[src/rtl/serial_rx.sv]
// Asynchronous 8-bit serial receiver (start, 8 data bits MSB-first, stop).
// Delivers bytes on a valid/ack handshake and reports framing errors and overruns.
module serial_rx #(
  parameter int DELAY_TIME = 104
) (
  input  logic       clock,
  input  logic       reset,
  input  logic       rx_in,
  input  logic       rx_en,
  input  logic       rd_ack,
  output logic [7:0] dato,
  output logic       dato_valid,
  output logic       frame_err,
  output logic       overrun,
  output logic       busy
);
  localparam int HALF = (DELAY_TIME + 2) / 2 - 1;
  localparam int LAST = DELAY_TIME + 1;
  localparam logic [9:0] C_HALF = 10'(HALF);
  localparam logic [9:0] C_LAST = 10'(LAST);

  typedef enum logic [1:0] {R_IDLE, R_START, R_DATA, R_STOP} state_t;

  state_t     r_state, w_next;
  logic       r_rx_s1, r_rx_s2, r_rx_prev;
  logic [9:0] r_conta;
  logic [2:0] r_bit_cnt;
  logic [7:0] r_shreg;
  logic [7:0] r_dato;
  logic       r_dato_valid, r_frame_err, r_overrun;
  logic       w_half, w_last, w_deliver, w_drop, w_ferr, w_confirm, w_abort;

  assign w_half  = (r_conta == C_HALF);
  assign w_last  = (r_conta == C_LAST);
  assign w_abort = (r_state != R_IDLE) && !rx_en;

  always_ff @(posedge clock or posedge reset) begin
    if (reset) r_state <= R_IDLE;
    else       r_state <= w_next;
  end

  always_comb begin
    w_next    = r_state;
    w_deliver = 1'b0;
    w_drop    = 1'b0;
    w_ferr    = 1'b0;
    w_confirm = 1'b0;
    case (r_state)
      R_IDLE:
        if (rx_en && r_rx_prev && !r_rx_s2) w_next = R_START;
      R_START:
        if (!rx_en) w_next = R_IDLE;
        else if (w_half) begin
          w_next    = r_rx_s2 ? R_IDLE : R_DATA;
          w_confirm = !r_rx_s2;
        end
      R_DATA:
        if (!rx_en) w_next = R_IDLE;
        else if (w_last && r_bit_cnt == 3'd7) w_next = R_STOP;
      R_STOP:
        if (!rx_en) w_next = R_IDLE;
        else if (w_last) begin
          w_next = R_IDLE;
          // A full holding register only accepts the new byte if it is being acked now
          if (r_rx_s2) begin
            w_deliver = !r_dato_valid || rd_ack;
            w_drop    = r_dato_valid && !rd_ack;
          end else begin
            w_ferr = 1'b1;
          end
        end
      default: w_next = R_IDLE;
    endcase
  end

  always_ff @(posedge clock or posedge reset) begin
    if (reset) begin
      r_rx_s1      <= 1'b1;
      r_rx_s2      <= 1'b1;
      r_rx_prev    <= 1'b1;
      r_conta      <= '0;
      r_bit_cnt    <= '0;
      r_shreg      <= '0;
      r_dato       <= '0;
      r_dato_valid <= 1'b0;
      r_frame_err  <= 1'b0;
      r_overrun    <= 1'b0;
    end else begin
      r_rx_s1   <= rx_in;
      r_rx_s2   <= r_rx_s1;
      r_rx_prev <= r_rx_s2;

      if (w_abort) begin
        r_conta <= '0;
        r_shreg <= '0;
      end else begin
        case (r_state)
          R_IDLE:  r_conta <= '0;
          R_START:
            if (w_confirm) begin
              r_conta   <= '0;
              r_bit_cnt <= '0;
            end else begin
              r_conta <= r_conta + 10'd1;
            end
          R_DATA:
            if (w_last) begin
              r_shreg   <= {r_shreg[6:0], r_rx_s2};
              r_conta   <= '0;
              r_bit_cnt <= r_bit_cnt + 3'd1;
            end else begin
              r_conta <= r_conta + 10'd1;
            end
          R_STOP:  r_conta <= w_last ? '0 : r_conta + 10'd1;
          default: r_conta <= '0;
        endcase
      end

      if (w_deliver) begin
        r_dato       <= r_shreg;
        r_dato_valid <= 1'b1;
        r_overrun    <= 1'b0;
      end else begin
        if (rd_ack && r_dato_valid) begin
          r_dato_valid <= 1'b0;
          r_overrun    <= 1'b0;
        end
        if (w_drop) r_overrun <= 1'b1;
      end

      if (w_confirm)   r_frame_err <= 1'b0;
      else if (w_ferr) r_frame_err <= 1'b1;
    end
  end

  assign dato       = r_dato;
  assign dato_valid = r_dato_valid;
  assign frame_err  = r_frame_err;
  assign overrun    = r_overrun;
  assign busy       = (r_state != R_IDLE);
endmodule

[config.mk]
export PLATFORM = sky130hd
export DESIGN_NAME = serial_rx
export DESIGN_NICKNAME = d
export VERILOG_FILES = /design/src/rtl/serial_rx.sv
export SDC_FILE = /design/constraint.sdc
export NUM_CORES = 1
export LEC_CHECK = 0
export CORE_ASPECT_RATIO = 1.25
export CORE_MARGIN = 1.5
export CORE_UTILIZATION = 40
export CTS_CLUSTER_DIAMETER = 60
export DETAILED_ROUTE_END_ITERATION = 8
export PLACE_DENSITY = 0.67
export REMOVE_ABC_BUFFERS = 1
export SETUP_SLACK_MARGIN = 0.02
export SYNTH_ARGS = -nofsm -noshare
export SYNTH_HDL_FRONTEND = slang
export SYNTH_SLANG_ARGS = --single-unit
[constraint.sdc]
create_clock -name clock -period 2.4 [get_ports clock]
set_clock_uncertainty 0.1 [all_clocks]
set_input_delay 0.24 -clock clock [delete_from_list [all_inputs] [get_ports clock]]
set_output_delay 0.24 -clock clock [all_outputs]
set_load 0.005 [all_outputs]
==> metrics.cfg, run 1 <==
[timing]
layout_min_cycle_time_ps = 2020
holdWs_ps = 257
worstMarginPinSlew_ps = 458
final_max_slew_viol_count = 0
rsz0062_at_grt = no
setup_viol_count_final = 0
timing.fmax_mhz = 494
fin_setup_tns_ps = 0
slew_headroom_pct = 69.3
hold_violations = 0
timing.final.crit_share_pct = 84.3

[setup_path]
reg2reg_from = r_conta[1]$_DFF_PP0_
critical_path.startpoint = r_conta[1]$_DFF_PP0_
ff2ff_path_depth = 6
crit_path_end_kind = register
worst_ep_arrival_time_ps = 2090
cp-start-kind = register
r2r-end = dato[5]$_DFFE_PP0P_
worst-endpoint-required_ps = 2470
critPathKind = register to register
rrSetupSlack_ps = 380
cp_max_fo = 8

[floorplan]
dieArea_um2 = 4970
die_height_um = 78.5
placeableCoreArea_um2 = 4390
start_util_pct = 41.5
pin_count = 17
row_count = 27
die_w_um = 63.4

[clock_network]
cts_sinks = 37
insertion_delay_ps = 290
post_cts_resized = 0
htree_levels = 2
clk_pin_slew_ps = 70
cts_buffer_depth = 2
post-cts-setup-buffer-count = 0
cts_hold_repair.buffers = 0
cts-buffers-inserted = 5
cts_tree = yes
cts-root-buf = clkbuf_8

[routing]
wl_met1_um = 1510
wl_per_cell_um = 14.2
vias = 1316
drc = 0
viasPerCell = 5.35
route.met3.wl_um = 114
maxUsedRoutingLayer = met4
ant_nets = 0
first_pass_iters = 4
dr_wl_met2_um = 1830
drtIter0Drc = 49
wl_um = 3500

[pwr]
combPwrFrac_pct = 10.8
p_leak_nw = 1.03
p_per_area_nw_per_um2 = 625
vdd.ir_drop.worst_mv = 0.484
power_switching_share_pct = 23.8
p_clk_share_pct = 40.6
p_int_mw = 1.04
power_switching_uw = 327
seqPwrFrac_pct = 48.6

[final_layout]
layout_commonest_cell = dfrtp_1
area_delta_synth_final_pct = 20.4
layout-drive-gt1-share_pct = 17.6
n_antenna_cell = 0
layout_common_cells = dfrtp_1 (34), nor2_1 (25), clkdlybuf4s50_1 (16)
final_nets = 197

[synthesis]
async_reset_ff_share_pct = 100
ys.flop_type = dfrtp_1
synth_edf_count = 0
synth_cell_types = 42
yosysWarnings = 0
syn_area_um2 = 1820
synth-seq-area-share_pct = 51.0
avgSynthCellArea_um2 = 11.2
ys_seq_elements = 37
syn_inst = 163

[placement]
port_buffers = 16
gp_congestion = 0.768
dpl.hpwl_um = 2570

[global_routing]
antenna_found_initial = 0
grt_usage_pct = 15.3
grt_pass1_wl_um = 6070
grt_pass1_vias = 1387
grt_overflow_total = 0
grt_max_degree = 38

[hold_path]
hp-class = primary input to asynchronous set/reset pin

[run]
drv_cap = 0

[run_status]
run_status = completed

-- layer usage --
| metal | track usage, % | vias up |
|---|---|---|
| met1 | 17.3 | 666 |
| met5 | 0 | - |
| met4 | 5.65 | 0 |
| li1 | - | 624 |
| met3 | 4.01 | 6 |
| met2 | 27.5 | 20 |
-- layout make-up --
cell class / count / area [um^2]
clock buffers: 6 / 82.6
multi-input cells: 117 / 858
clock inverters: 2 / 37.5
well taps: 58 / 72.6
inverters: 6 / 22.5
fillers: 398 / 2200
repair buffers: 20 / 190
flip-flops and latches: 37 / 930
-- worst max-delay path by stage --
stage | endpoint | slack, ps | cells after the start
global route | dato[5]$_DFFE_PP0P_ | 240 | 6
CTS | dato[5]$_DFFE_PP0P_ | 350 | 6
detailed placement | r_state[1]$_DFFE_PP0P_ | 310 | 5
finish | dato[5]$_DFFE_PP0P_ | 380 | 6
global placement | r_state[1]$_DFFE_PP0P_ | 380 | 5
floorplan | r_bit_cnt[1]$_DFFE_PP0P_ | 530 | 6
-- state kept, by name (all words and copies together), names as in the netlist --
| name | flops |
|---|---|
| dato | 8 |
| dato_valid | 1 |
| frame_err | 1 |
| overrun | 1 |
| r_bit_cnt | 3 |
| r_conta | 10 |
| r_rx_prev | 1 |
| r_rx_s1 | 1 |
| r_rx_s2 | 1 |
| r_shreg | 8 |
| r_state | 2 |
-- through the flow --
stage               power [mW]  area, um^2  setup WS, ps  util, %  std cells
floorplan                0.760        1810           526        -        160
global placement         0.819        2070           379     47.2        238
detailed placement       0.826        2070           311     47.2        238
CTS                       1.38        2190           351     49.9        246
global route              1.43        2190           243     49.9        246
finish                    1.37        2190           377     49.9        246
-- worst max-delay path: stages, from the launching register on --
cell and delay [ps]:
dfrtp_1 410, inv_1 90, ha_1 170, nand4b_1 190, nor3_4 370, nand4_4 240
mux2_2 330
-- power groups by stage --
stage               Combinational (mW)  Clock, mW  Sequential, mW
CTS                              0.149      0.570           0.665
floorplan                       0.0898          0           0.670
finish                           0.148      0.557           0.666
global placement                 0.142          0           0.677
global route                     0.166      0.596           0.668
detailed placement               0.148          0           0.678
-- cells in the mapped netlist (2+ instances only) --
library cell | n | area, um^2
dfstp_2 | 3 | 78.8
o21ai_0 | 4 | 20.0
nor2_1 | 25 | 93.8
and2_1 | 2 | 12.5
dfrtp_1 | 34 | 851
and4b_1 | 2 | 20.0
mux2_2 | 9 | 101
and3_1 | 2 | 12.5
a21oi_1 | 6 | 30.0
nor2b_1 | 4 | 25.0
nand2_1 | 7 | 26.3
xor2_1 | 5 | 43.8
nand2b_1 | 2 | 12.5
and4_1 | 3 | 26.3
xnor2_1 | 3 | 26.3
ha_1 | 5 | 62.6
nand3_1 | 4 | 20.0
nand4_1 | 4 | 25.0
a31oi_1 | 2 | 12.5
mux2i_1 | 8 | 80.1
clkbuf_1 | 3 | 11.3
inv_1 | 6 | 22.5
-- cells by family after synthesis --
kind of cell	count (synthesis)	share of synthesized area (%)
AOI/OAI and AO/OA	18	6.53
xor gates and xnor gates	8	3.85
adders and majority gates	5	3.43
buffers and inverters	9	1.85
DFF	37	51.0
muxes	17	9.96
and+or+nand+nor	69	23.4
Note: power is estimated with default switching activity, not from simulation.
==> inputs of run 2 (changes only) <==
clock period = 2 ns   (was 2.4 ns; I/O delays follow)
==> metrics.cfg, run 2 (synthesis results as in run 1) <==
[clock_network]
cts_buffer_depth = 2
cts_sinks = 37
cts_tree = yes
htree_levels = 2
clk_pin_slew_ps = 80
cts_hold_repair.buffers = 0
insertion_delay_ps = 290
cts-buffers-inserted = 5
cts-root-buf = clkbuf_8

[setup_path]
worst-endpoint-required_ps = 2070
crit_path_end_kind = register
critPathKind = register to register
worst_ep_arrival_time_ps = 1970
cp_max_fo = 8
cp-start-kind = register

[global_routing]
grt_pass1_vias = 1378
grt_overflow_total = 0
grt_max_degree = 38
antenna_found_initial = 0
grt_pass1_wl_um = 6130
grt_usage_pct = 15.6

[timing]
timing.final.crit_share_pct = 94.9
rsz0062_at_grt = no
slew_headroom_pct = 69.2
fin_setup_tns_ps = 0
timing.fmax_mhz = 527
setup_viol_count_final = 0
final_max_slew_viol_count = 0
hold_violations = 0
holdWs_ps = 207
layout_min_cycle_time_ps = 1900
worstMarginPinSlew_ps = 462

[routing]
wl_per_cell_um = 14.2
drtIter0Drc = 74
viasPerCell = 5.27
first_pass_iters = 4
ant_nets = 0
drc = 0
wl_um = 3550
vias = 1318

[floorplan]
dieArea_um2 = 4970
die_w_um = 63.4
die_height_um = 78.5
row_count = 27
pin_count = 17
start_util_pct = 41.5
placeableCoreArea_um2 = 4390

[run]
drv_cap = 0

[final_layout]
layout-drive-gt1-share_pct = 19.3
layout_common_cells = dfrtp_1 (34), nor2_1 (25), clkdlybuf4s50_1 (16)
fill_cells = 397
largest_reg_flops = 10
fin_area_um2 = 2220
n_antenna_cell = 0
final_nets = 201
layout_commonest_cell = dfrtp_1
area_delta_synth_final_pct = 21.8
top_register = r_conta

[run_status]
run_status = completed

[placement]
placed_area_um2 = 2100
dpl.hpwl_um = 2510
gp_congestion = 0.851
port_buffers = 16

[hold_path]
hp-class = primary input to asynchronous set/reset pin

[pwr]
p_per_area_nw_per_um2 = 736
vdd.ir_drop.worst_mv = 0.431
p_total_mw = 1.63
p_leak_nw = 1.04

==> run 2: changes by cell type in the layout (fill, tap and decap cells not counted) <==
cell / delta
clkinv_4: +1
clkbuf_8: -1
buf_4: +4
==> run 2: what timing repair did <==
action,CTS,global route
setup endpoints to repair,0,1
setup buffers,0,0
gates resized for setup,0,0
==> run 2: report_power, final <==
group,internal (mW),total (mW),switching [mW]
registers,0.768,0.795,0.0271
logic,0.0806,0.182,0.102
clock network,0.373,0.656,0.282
==> run 2: critical path, cell delays in order (launching register included) <==
cell     delay, ps
dfrtp_1        440
or3_4          440
nor3_4         260
nand4_4        220
mux2_2         320
==> run 2: area by class of cell <==
cell class | instances | area [um^2] | share of cell area, %
flip-flops and latches | 37 | 930 | 41.9
multi-input cells | 117 | 858 | 38.7
clock inverters | 3 | 46.3 | 2.09
inverters | 6 | 22.5 | 1.02
clock buffers | 5 | 68.8 | 3.10
well taps | 58 | 72.6 | 3.27
repair buffers | 24 | 220 | 9.93
==> run 2: final timing paths <==
| check | startpoint | end | slack, ps | depth (start not counted) |
|---|---|---|---|---|
| worst max-delay path | r_conta[7]$_DFF_PP0_ | dato[2]$_DFFE_PP0P_ | 100 | 4 |
| worst min-delay path | reset | r_conta[5]$_DFF_PP0_ | 210 | 3 |
| worst max register to register | r_conta[7]$_DFF_PP0_ | dato[2]$_DFFE_PP0P_ | 100 | 4 |
| worst min register to register | r_rx_s1$_DFF_PP1_ | r_rx_s2$_DFF_PP1_ | 270 | 0 |
| max in group asynchronous | reset | r_rx_s1$_DFF_PP1_ | 1240 | 3 |
| min in group clock | rx_in | r_rx_s1$_DFF_PP1_ | 210 | 1 |
==> run 2: routing by layer <==
layer | share of wire, % | vias up | GRT usage [%] | wire (um)
met5 | 0 | - | 0 | 0
met4 | 2.1 | 0 | 5.65 | 74
met3 | 3.7 | 9 | 4.01 | 130
met2 | 50 | 28 | 27.3 | 1780
met1 | 44 | 649 | 18.4 | 1570
li1 | - | 632 | - | -
==> run 2: stage by stage <==
step           worst slack, ps  utilization (%)  std cells
3_3_place_gp               144             47.9        242
5_1_grt                   31.6             50.5        250
6_report                   103             50.5        250
3_5_place_dp              80.1             47.9        242
4_1_cts                    113             50.5        250
2_1_floorplan              126                -        160
==> inputs of run 3 (changes only) <==
CORE_MARGIN = not set   (was 1.5)
==> metrics.cfg, run 3 (synthesis results as in run 1) <==
[run_status]
run_status = completed

[setup_path]
critPathKind = register to output pin
cp_max_fo = 12
worst-endpoint-required_ps = 1700
crit_path_end_kind = output pin
reg2reg_from = r_conta[1]$_DFF_PP0_
critical_path.startpoint = r_state[1]$_DFFE_PP0P_
worst_ep_arrival_time_ps = 1590
cp-start-kind = register

[placement]
gp_congestion = 0.852
port_buffers = 16
dpl.hpwl_um = 2520
placed_area_um2 = 2100

[timing]
layout_min_cycle_time_ps = 1890
setup_viol_count_final = 0
fin_setup_tns_ps = 0
hold_violations = 0
timing.final.crit_share_pct = 94.4
final_max_slew_viol_count = 0
slew_headroom_pct = 68.9
worstMarginPinSlew_ps = 466
rsz0062_at_grt = no
timing.fmax_mhz = 529

[routing]
wl_um = 3430
vias = 1304
viasPerCell = 5.22
first_pass_iters = 4
drtIter0Drc = 111
wl_per_cell_um = 13.7
drc = 0
ant_nets = 0

[clock_network]
cts-root-buf = clkbuf_8
cts_tree = yes
insertion_delay_ps = 290
htree_levels = 2
cts_hold_repair.buffers = 0
post_cts_resized = 0
cts_buffer_depth = 2
clk_pin_slew_ps = 70
cts_sinks = 37
cts-buffers-inserted = 5

[final_layout]
layout_common_cells = dfrtp_1 (34), nor2_1 (25), clkdlybuf4s50_1 (16)
final_nets = 201
fin_area_um2 = 2220
n_antenna_cell = 0
area_delta_synth_final_pct = 21.8
fill_cells = 408
largest_reg_flops = 10
layout_commonest_cell = dfrtp_1
layout-drive-gt1-share_pct = 19.3
fin_util_pct = 50.5
top_register = r_conta

[global_routing]
grt_max_degree = 38
grt_pass1_vias = 1300
antenna_found_initial = 0
grt_pass1_wl_um = 5970
grt_overflow_total = 0
grt_usage_pct = 16.1

[run]
drv_cap = 0

[hold_path]
hp-class = primary input to asynchronous set/reset pin

[floorplan]
dieArea_um2 = 4830
pin_count = 17
row_count = 27
die_height_um = 77.5
placeableCoreArea_um2 = 4390
die_w_um = 62.4
start_util_pct = 41.5

[pwr]
p_leak_nw = 1.04
vdd.ir_drop.worst_mv = 0.542
p_per_area_nw_per_um2 = 731

run 3: path summary, 6_finish.rpt:
check	endpoint	slack, ps	depth (start not counted)
min in group clock	r_rx_s1$_DFF_PP1_	210	1
max	busy	110	3
min reg2reg	r_rx_s2$_DFF_PP1_	260	0
max reg2reg	r_bit_cnt[1]$_DFFE_PP0P_	140	6
max in group asynchronous	r_rx_s1$_DFF_PP1_	1230	3
min	r_conta[9]$_DFF_PP0_	210	3
run 3: power by group:
| group | leakage (nW) | switching (mW) | internal [mW] |
|---|---|---|---|
| registers | 0.502 | 0.0258 | 0.769 |
| clock network | 0.0543 | 0.270 | 0.373 |
| logic | 0.481 | 0.103 | 0.0804 |
run 3: layout make-up:
| cell class | instances | area, um^2 | area share, % |
|---|---|---|---|
| timing repair buffer | 24 | 220 | 9.93 |
| multi-input combinational | 117 | 858 | 38.7 |
| tap | 58 | 72.6 | 3.27 |
| clock buffer | 5 | 68.8 | 3.10 |
| sequential | 37 | 930 | 41.9 |
| inverter | 6 | 22.5 | 1.02 |
| clock inverter | 3 | 46.3 | 2.09 |
run 3: timing repair:
item,CTS,global route
setup endpoints to repair,0,8
buffers inserted,0,0
hold endpoints to repair,0,0
run 3: metal layers:
layer	routed length [um]	GRT usage, %	share of wire, %	vias up
met2	1670	25.8	49	21
met1	1540	19.3	45	638
met5	0	0	0	-
met4	124	10.2	3.6	0
met3	102	4.12	3.0	10
li1	-	-	-	635
run 3: metrics by stage:
| step | instances | hold WS [ps] | power (mW) | worst slack [ps] |
|---|---|---|---|---|
| 5_1_grt | 250 | 224 | 1.71 | 25.5 |
| 4_1_cts | 250 | 204 | 1.64 | 101 |
| 3_3_place_gp | 242 | 250 | 0.985 | 142 |
| 3_5_place_dp | 242 | 249 | 0.993 | 82.6 |
| 2_1_floorplan | 160 | 104 | 0.912 | 126 |
| 6_report | 250 | 210 | 1.62 | 111 |
run 3: critical path: stages (launching register included):
cell and delay (ps):
dfrtp_1 500, nor2_1 290, inv_1 70, clkdlybuf4s50_1 440
